<file path="src/rtl/dsp_pkg.sv">
// Shared definitions for the sample-source front end: FSM states, default frame geometry, parameter legality.
// Latency: n/a (declarations only).
// Backpressure: n/a.
package dsp_pkg;

  localparam int DATA_W_DEF  = 16;
  localparam int CLK_DIV_DEF = 250;
  localparam int FS_RISE_DEF = 125;

  typedef enum logic [2:0] {
    IDLE,
    CS_SETUP,
    SHIFT,
    CS_HOLD,
    WAIT
  } frame_state_e;

  // The conversion (CS setup, shift, CS hold) has to fit before f_s rises.
  // f_s must also stay high for at least two cycles.
  function automatic bit frame_params_legal(input int clk_div, input int fs_rise,
                                            input int sclk_div, input int data_w);
    return (sclk_div >= 1) && (data_w >= 2) &&
           (3 + 2 * sclk_div * data_w <= fs_rise) &&
           (fs_rise <= clk_div - 2);
  endfunction

endpackage

</file>
<file path="src/rtl/adc_spi_rx.sv">
// Serial ADC receiver: generates sclk, counts bits and shifts in adc_sdo MSB first after a start pulse.
// Latency: done asserts 2*SCLK_DIV*DATA_W cycles after start; word is valid combinationally alongside done.
// Backpressure: none; the transfer runs to completion once started (only reset aborts it).
//
// Ports: clk, rst (sync active-low), start (1-cycle pulse), sdo (ADC data),
//        sclk (serial clock, idles low), done (last-bit sample cycle), word (assembled sample).
module adc_spi_rx #(
  parameter int DATA_W   = 16,
  parameter int SCLK_DIV = 2
) (
  input  logic              clk,
  input  logic              rst,
  input  logic              start,
  input  logic              sdo,
  output logic              sclk,
  output logic              done,
  output logic [DATA_W-1:0] word
);

  localparam int PH_W  = $clog2(2 * SCLK_DIV);
  localparam int BIT_W = $clog2(DATA_W);
  localparam logic [PH_W-1:0]  PH_LAST  = PH_W'(2 * SCLK_DIV - 1);
  localparam logic [PH_W-1:0]  PH_HIGH  = PH_W'(SCLK_DIV);
  localparam logic [BIT_W-1:0] BIT_LAST = BIT_W'(DATA_W - 1);

  logic              active, active_n;
  logic [PH_W-1:0]   ph, ph_n;
  logic [BIT_W-1:0]  bit_cnt, bit_cnt_n;
  logic [DATA_W-2:0] sh_q;
  logic              sample;

  // The clock edge that ends the sclk high phase samples sdo.
  assign sample = active && (ph == PH_LAST);
  assign done   = sample && (bit_cnt == BIT_LAST);
  // The value the shift register takes on a sampling edge.
  // At done this is the complete word, so the caller can capture it on the same edge.
  assign word   = {sh_q, sdo};

  always_comb begin
    active_n  = active;
    ph_n      = ph;
    bit_cnt_n = bit_cnt;
    if (start) begin
      active_n  = 1'b1;
      ph_n      = '0;
      bit_cnt_n = '0;
    end else if (active) begin
      if (sample) begin
        ph_n      = '0;
        bit_cnt_n = bit_cnt + BIT_W'(1);
        if (done) active_n = 1'b0;
      end else begin
        ph_n = ph + PH_W'(1);
      end
    end
  end

  always_ff @(posedge clk) begin
    if (!rst) begin
      active  <= 1'b0;
      ph      <= '0;
      bit_cnt <= '0;
      sh_q    <= '0;
      sclk    <= 1'b0;
    end else begin
      active  <= active_n;
      ph      <= ph_n;
      bit_cnt <= bit_cnt_n;
      // sclk is registered from next-state phase so it is glitch-free.
      // Low for the first half of each bit, high for the second half.
      sclk    <= active_n && (ph_n >= PH_HIGH);
      if (sample) sh_q <= word[DATA_W-2:0];
    end
  end

endmodule

</file>
<file path="src/rtl/adc_frame_src.sv">
// Frame-rate sample source: divides clk into frames, reads one ADC word per frame, presents it with f_s.
// Latency: din and f_s rise together at frame cycle FS_RISE; the last ADC bit arrives at cycle 1+2*SCLK_DIV*DATA_W.
// Backpressure: none; free-running producer, so consumers must keep up with f_s.
//
// Ports: clk, rst (sync active-low), en (run enable), adc_sdo / adc_cs_n / adc_sclk (serial ADC),
//        f_s (frame strobe), din (signed sample), busy (= ~adc_cs_n).
module adc_frame_src
  import dsp_pkg::*;
#(
  parameter int CLK_DIV    = CLK_DIV_DEF,
  parameter int FS_RISE    = FS_RISE_DEF,
  parameter int SCLK_DIV   = 2,
  parameter int DATA_W     = DATA_W_DEF,
  parameter int OFFSET_BIN = 1
) (
  input  logic                     clk,
  input  logic                     rst,
  input  logic                     en,
  input  logic                     adc_sdo,
  output logic                     adc_cs_n,
  output logic                     adc_sclk,
  output logic                     f_s,
  output logic signed [DATA_W-1:0] din,
  output logic                     busy
);

  if (!frame_params_legal(CLK_DIV, FS_RISE, SCLK_DIV, DATA_W)) begin : g_param_check
    $error("adc_frame_src: illegal CLK_DIV/FS_RISE/SCLK_DIV/DATA_W combination");
  end

  localparam int CNT_W = $clog2(CLK_DIV);
  localparam logic [CNT_W-1:0] CNT_LAST    = CNT_W'(CLK_DIV - 1);
  localparam logic [CNT_W-1:0] CNT_RISE_M1 = CNT_W'(FS_RISE - 1);

  frame_state_e             state, state_n;
  logic [CNT_W-1:0]         cnt, cnt_n;
  logic                     cs_n_n, fs_n, spi_start, spi_done;
  logic signed [DATA_W-1:0] din_n;
  logic [DATA_W-1:0]        pending, pending_n, spi_word;

  function automatic logic [DATA_W-1:0] to_twos(input logic [DATA_W-1:0] raw);
    if (OFFSET_BIN != 0) return {~raw[DATA_W-1], raw[DATA_W-2:0]};
    return raw;
  endfunction

  adc_spi_rx #(
    .DATA_W   (DATA_W),
    .SCLK_DIV (SCLK_DIV)
  ) u_spi (
    .clk   (clk),
    .rst   (rst),
    .start (spi_start),
    .sdo   (adc_sdo),
    .sclk  (adc_sclk),
    .done  (spi_done),
    .word  (spi_word)
  );

  always_comb begin
    state_n   = state;
    cnt_n     = cnt;
    spi_start = 1'b0;
    pending_n = pending;
    fs_n      = f_s;
    din_n     = din;
    case (state)
      IDLE: begin
        cnt_n = '0;
        if (en) begin
          state_n = CS_SETUP;
          cnt_n   = CNT_W'(1);
        end
      end
      CS_SETUP: begin
        spi_start = 1'b1;
        state_n   = SHIFT;
        cnt_n     = cnt + CNT_W'(1);
      end
      SHIFT: begin
        cnt_n = cnt + CNT_W'(1);
        // Capture on the last sampling edge so pending is ready during CS_HOLD.
        // This lets FS_RISE be as early as one cycle after CS_HOLD.
        if (spi_done) begin
          state_n   = CS_HOLD;
          pending_n = to_twos(spi_word);
        end
      end
      CS_HOLD: begin
        state_n = WAIT;
        cnt_n   = cnt + CNT_W'(1);
      end
      WAIT: begin
        if (cnt == CNT_LAST) begin
          state_n = IDLE;
          cnt_n   = '0;
        end else begin
          cnt_n = cnt + CNT_W'(1);
        end
      end
      default: begin
        state_n = IDLE;
        cnt_n   = '0;
      end
    endcase

    // CS_HOLD is included because at the minimum legal FS_RISE the rise is scheduled from there.
    if (((state == CS_HOLD) || (state == WAIT)) && (cnt == CNT_RISE_M1)) begin
      fs_n  = 1'b1;
      din_n = pending;
    end
    if ((state == WAIT) && (cnt == CNT_LAST)) fs_n = 1'b0;

    cs_n_n = !((state_n == CS_SETUP) || (state_n == SHIFT));
  end

  always_ff @(posedge clk) begin
    if (!rst) begin
      state    <= IDLE;
      cnt      <= '0;
      pending  <= '0;
      adc_cs_n <= 1'b1;
      f_s      <= 1'b0;
      din      <= '0;
    end else begin
      state    <= state_n;
      cnt      <= cnt_n;
      pending  <= pending_n;
      adc_cs_n <= cs_n_n;
      f_s      <= fs_n;
      din      <= din_n;
    end
  end

  assign busy = ~adc_cs_n;

endmodule

</file>
<file path="config.mk">
export PLATFORM = sky130hd
export DESIGN_NAME = adc_frame_src
export DESIGN_NICKNAME = d
export VERILOG_FILES = /design/src/rtl/dsp_pkg.sv /design/src/rtl/adc_spi_rx.sv /design/src/rtl/adc_frame_src.sv
export SDC_FILE = /design/constraint.sdc
export NUM_CORES = 1
export LEC_CHECK = 0
export ABC_AREA = 1
export CORE_UTILIZATION = 56
export CTS_CLUSTER_SIZE = 14
export DETAILED_ROUTE_END_ITERATION = 10
export GPL_TIMING_DRIVEN = 0
export PLACE_DENSITY = 0.78
export SKIP_CTS_REPAIR_TIMING = 1
export SYNTH_ARGS = -nofsm -noshare
export SYNTH_HDL_FRONTEND = slang
export SYNTH_SLANG_ARGS = --single-unit
</file>
<file path="constraint.sdc">
create_clock -name clk -period 1.6 [get_ports clk]
set_clock_uncertainty 0.05 [all_clocks]
set_input_delay 0.16 -clock clk [delete_from_list [all_inputs] [get_ports clk]]
set_output_delay 0.16 -clock clk [all_outputs]
set_load 0.05 [all_outputs]
</file>
==> summary.txt <==
Yosys
  • Gate Count Post-Synth: 361
  • Synth top area share: 48.96%
  • Warnings from Yosys: 0
  • Synth area leader: dfxtp_1
  • Distinct cells, synth: 26
  • Synth area leaders: dfxtp_1, nor2_1, nand3_1
  • Syn nets: 370
  • Register area share after synthesis: 48.96%
  • Register bit total from synthesis: 68
  • Synthesized area: 0.002780 sq mm
  • Mapped Avg Cell Area: 7.701 sq um

Route
  • Via count: 2284
  • Drt first pass iters: 4
  • Detail Route Antenna Nets: 0
  • DRC Markers: 0
  • Final WL: 5242 um
  • DR iter-0 viols: 118
  • Drt wl/cell: 11.18 um
  • Vias/cell: 4.870

Floorplanning
  • Die Wd: 72.46 um
  • Chip height: 72.46 um
  • Core Box Area: 0.004755 sq mm
  • Num ports: 24
  • # rows: 25
  • Initial Util: 58.47%
  • Die area: 0.005250 sq mm

GRT
  • Initial antenna violation count: 0
  • Largest net degree at the start of global routing: 12
  • Vias in the first global route: 1997
  • First-pass GRT wire length: 8618 um
  • Grt total ovfl: 0
  • GR Util All Layers: 21.44%

Worst setup path
  • Critical Path Fanout Max: 10
  • Critical Path RT: 1.78 ns
  • Slowest CP cell: dfxtp_2
  • Reg2reg start: u_spi.ph[0]
  • Setup crit end: pending[9]
  • Crit-path cells: ha_1 > nand2_1 > inv_4 > nand2_4 > nor2_8 > nand2_4 > buf_6 > nand2_1 > a21oi_1
  • Reg2Reg Capture Point: pending[9]
  • CP Capture Type: flip-flop
  • Startpoint Class: flip-flop
  • Setup CP Type: flip-flop to flip-flop
  • Worst R2R Path Depth: 9
  • CP Launch Point: u_spi.ph[0]
  • R2R Setup Slk: 0.12 ns
  • WP data arrival: 1.66 ns
  • Critical path's largest stage delay: 0.35 ns

Placed design
  • DPL Wire Length: 3670 um
  • Port buffer count: 22
  • Placer congestion estimate: 0.7515

CTS
  • CTS tree: built
  • Reg clk slew, reported paths: 0.07 ns
  • TritonCTS Sinks: 68
  • Clk buf depth: 2
  • Root buf cell: clkbuf_8
  • Num CTS Buffers: 9
  • Worst-Skew Late Latency: 0.34 ns
  • H-Tree Depth: 3

Final layout
  • ANT cells: 0
  • Reg area: 0.001363 sq mm
  • Most frequent cells in the layout: dfxtp_1, nor2_1, nand2_1, nand3_1, a21oi_1
  • Fillcell total: 416
  • Most common cell after layout, fill and taps aside: dfxtp_1
  • Layout cells sized above 1: 10.20%
  • Area of the multi-input gates: 0.001202 sq mm
  • Nets: 406
  • Area grow syn2layout: 20.61%

STA
  • Tmin final: 1.481 ns
  • Highest clock rate: 675.3 MHz
  • Worst rel slew slack: 65.75%
  • Final Setup Violations: 0
  • Worst-Margin Slew: 0.5129 ns
  • Fin. Hold Viols: 0
  • Slew Viols, Final: 0
  • Hold Worst Slack: 0.1080 ns
  • Final Cycle Share: 92.55%

Pwr
  • Static leakage: 0.001614 uW
  • Post-layout power: 3233 uW
  • Peak supply drop: 0.0006025 V
  • Pwr/cell area: 964.2 mW/mm^2

Status
  • Status: complete, no violations

Job
  • Max_cap viols: 0

Hold path
  • Path type of the worst min-delay path: input pin to flip-flop
[metrics by stage]
stage	setup TNS [ns]	area [sq um]	utilization [%]	setup slack, ns	cells
floorplan	0	2780	-	0.2649	361
global placement	0	3084	64.87	0.1322	450
detailed placement	0	3084	64.87	0.1151	450
CTS	-1.938	3267	68.71	-0.1227	466
global route	-0.006848	3353	70.53	-0.006848	469
finish	0	3353	70.53	0.1191	469
[registers in the layout (all words and copies together) (netlist names), 2 cells and up]
| name | cells |
|---|---|
| din | 16 |
| u_spi.ph | 2 |
| state | 3 |
| pending | 16 |
| u_spi.bit_cnt | 4 |
| cnt | 8 |
| u_spi.sh_q | 15 |
[critical path: cells and delay by family (launching register included)]
kind                     cells  cell delay (ns)
AND/OR/NAND/NOR              5             0.51
flip-flops                   1             0.35
AO/OA/AOI/OAI                1             0.06
buffers and inverters        2             0.28
adder cells (fa/ha/maj)      1             0.14
[final cells by class]
cell class	instances	share of cell area, %
Multi-Input combinational cell	244	35.86
Inverter	31	3.545
Clock buffer	10	3.806
Sequential cell	68	40.63
Buffer	17	3.060
Clock inverter	6	1.642
Timing Repair Buffer	26	8.955
Tap cell	67	2.500
[layer usage]
layer / routed length [um] / vias up / track usage (%) / part of all wire [%]
met5: 0 / - / 0 / 0
met4: 125 / 0 / 13.07 / 2.4
met3: 150 / 10 / 4.167 / 2.9
met2: 2307 / 32 / 32.19 / 44
met1: 2659 / 1010 / 28.51 / 51
li1: - / 1232 / - / -
[where the power goes]
part	leakage [uW]	total (uW)	internal, uW	switching [uW]
sequential	0.000549	1730	1710	16.9
combinational	0.000965	179	57.6	121
clock	0.0000996	1330	706	622
[cells by family (layout without fill, tap and decap cells)]
group / count (synthesis) / in the layout / share of synthesized area, %
AO/OA/AOI/OAI: 59 / 59 / 10.98
AND/OR/NAND/NOR: 172 / 172 / 27.36
XOR/XNOR: 7 / 7 / 2.205
flip-flops: 68 / 68 / 48.97
adder cells (fa/ha/maj): 5 / 5 / 2.250
buffers and inverters: 49 / 90 / 7.876
multiplexers: 1 / 1 / 0.3601
[synthesized netlist by cell type]
library cell	n
inv_1	30
buf_4	5
nor2_1	66
buf_1	2
a21oi_1	37
buf_2	6
buf_6	1
o21ai_0	19
a21oi_2	2
xnor2_1	3
clkinv_2	1
mux2i_1	1
nand2_1	53
xor2_1	4
nor2_8	1
nor3_4	1
clkbuf_1	4
nand3_1	42
nor3b_1	1
nand2_4	2
nor3_1	4
ha_1	5
dfxtp_1	68
nand4_1	1
nor2_4	1
a211oi_1	1
[worst min-delay path by stage]
stage	slack (ns)	startpoint	endpoint	depth (start not counted)
floorplan	0.27	en	cnt[0]	2
global placement	0.40	f_s	f_s	2
detailed placement	0.40	pending[11]	pending[11]	2
CTS	0.1	rst	u_spi.sh_q[0]	3
global route	0.12	rst	u_spi.sh_q[0]	3
finish	0.11	rst	u_spi.sh_q[0]	3
Note: power is estimated with default switching activity, not from simulation.
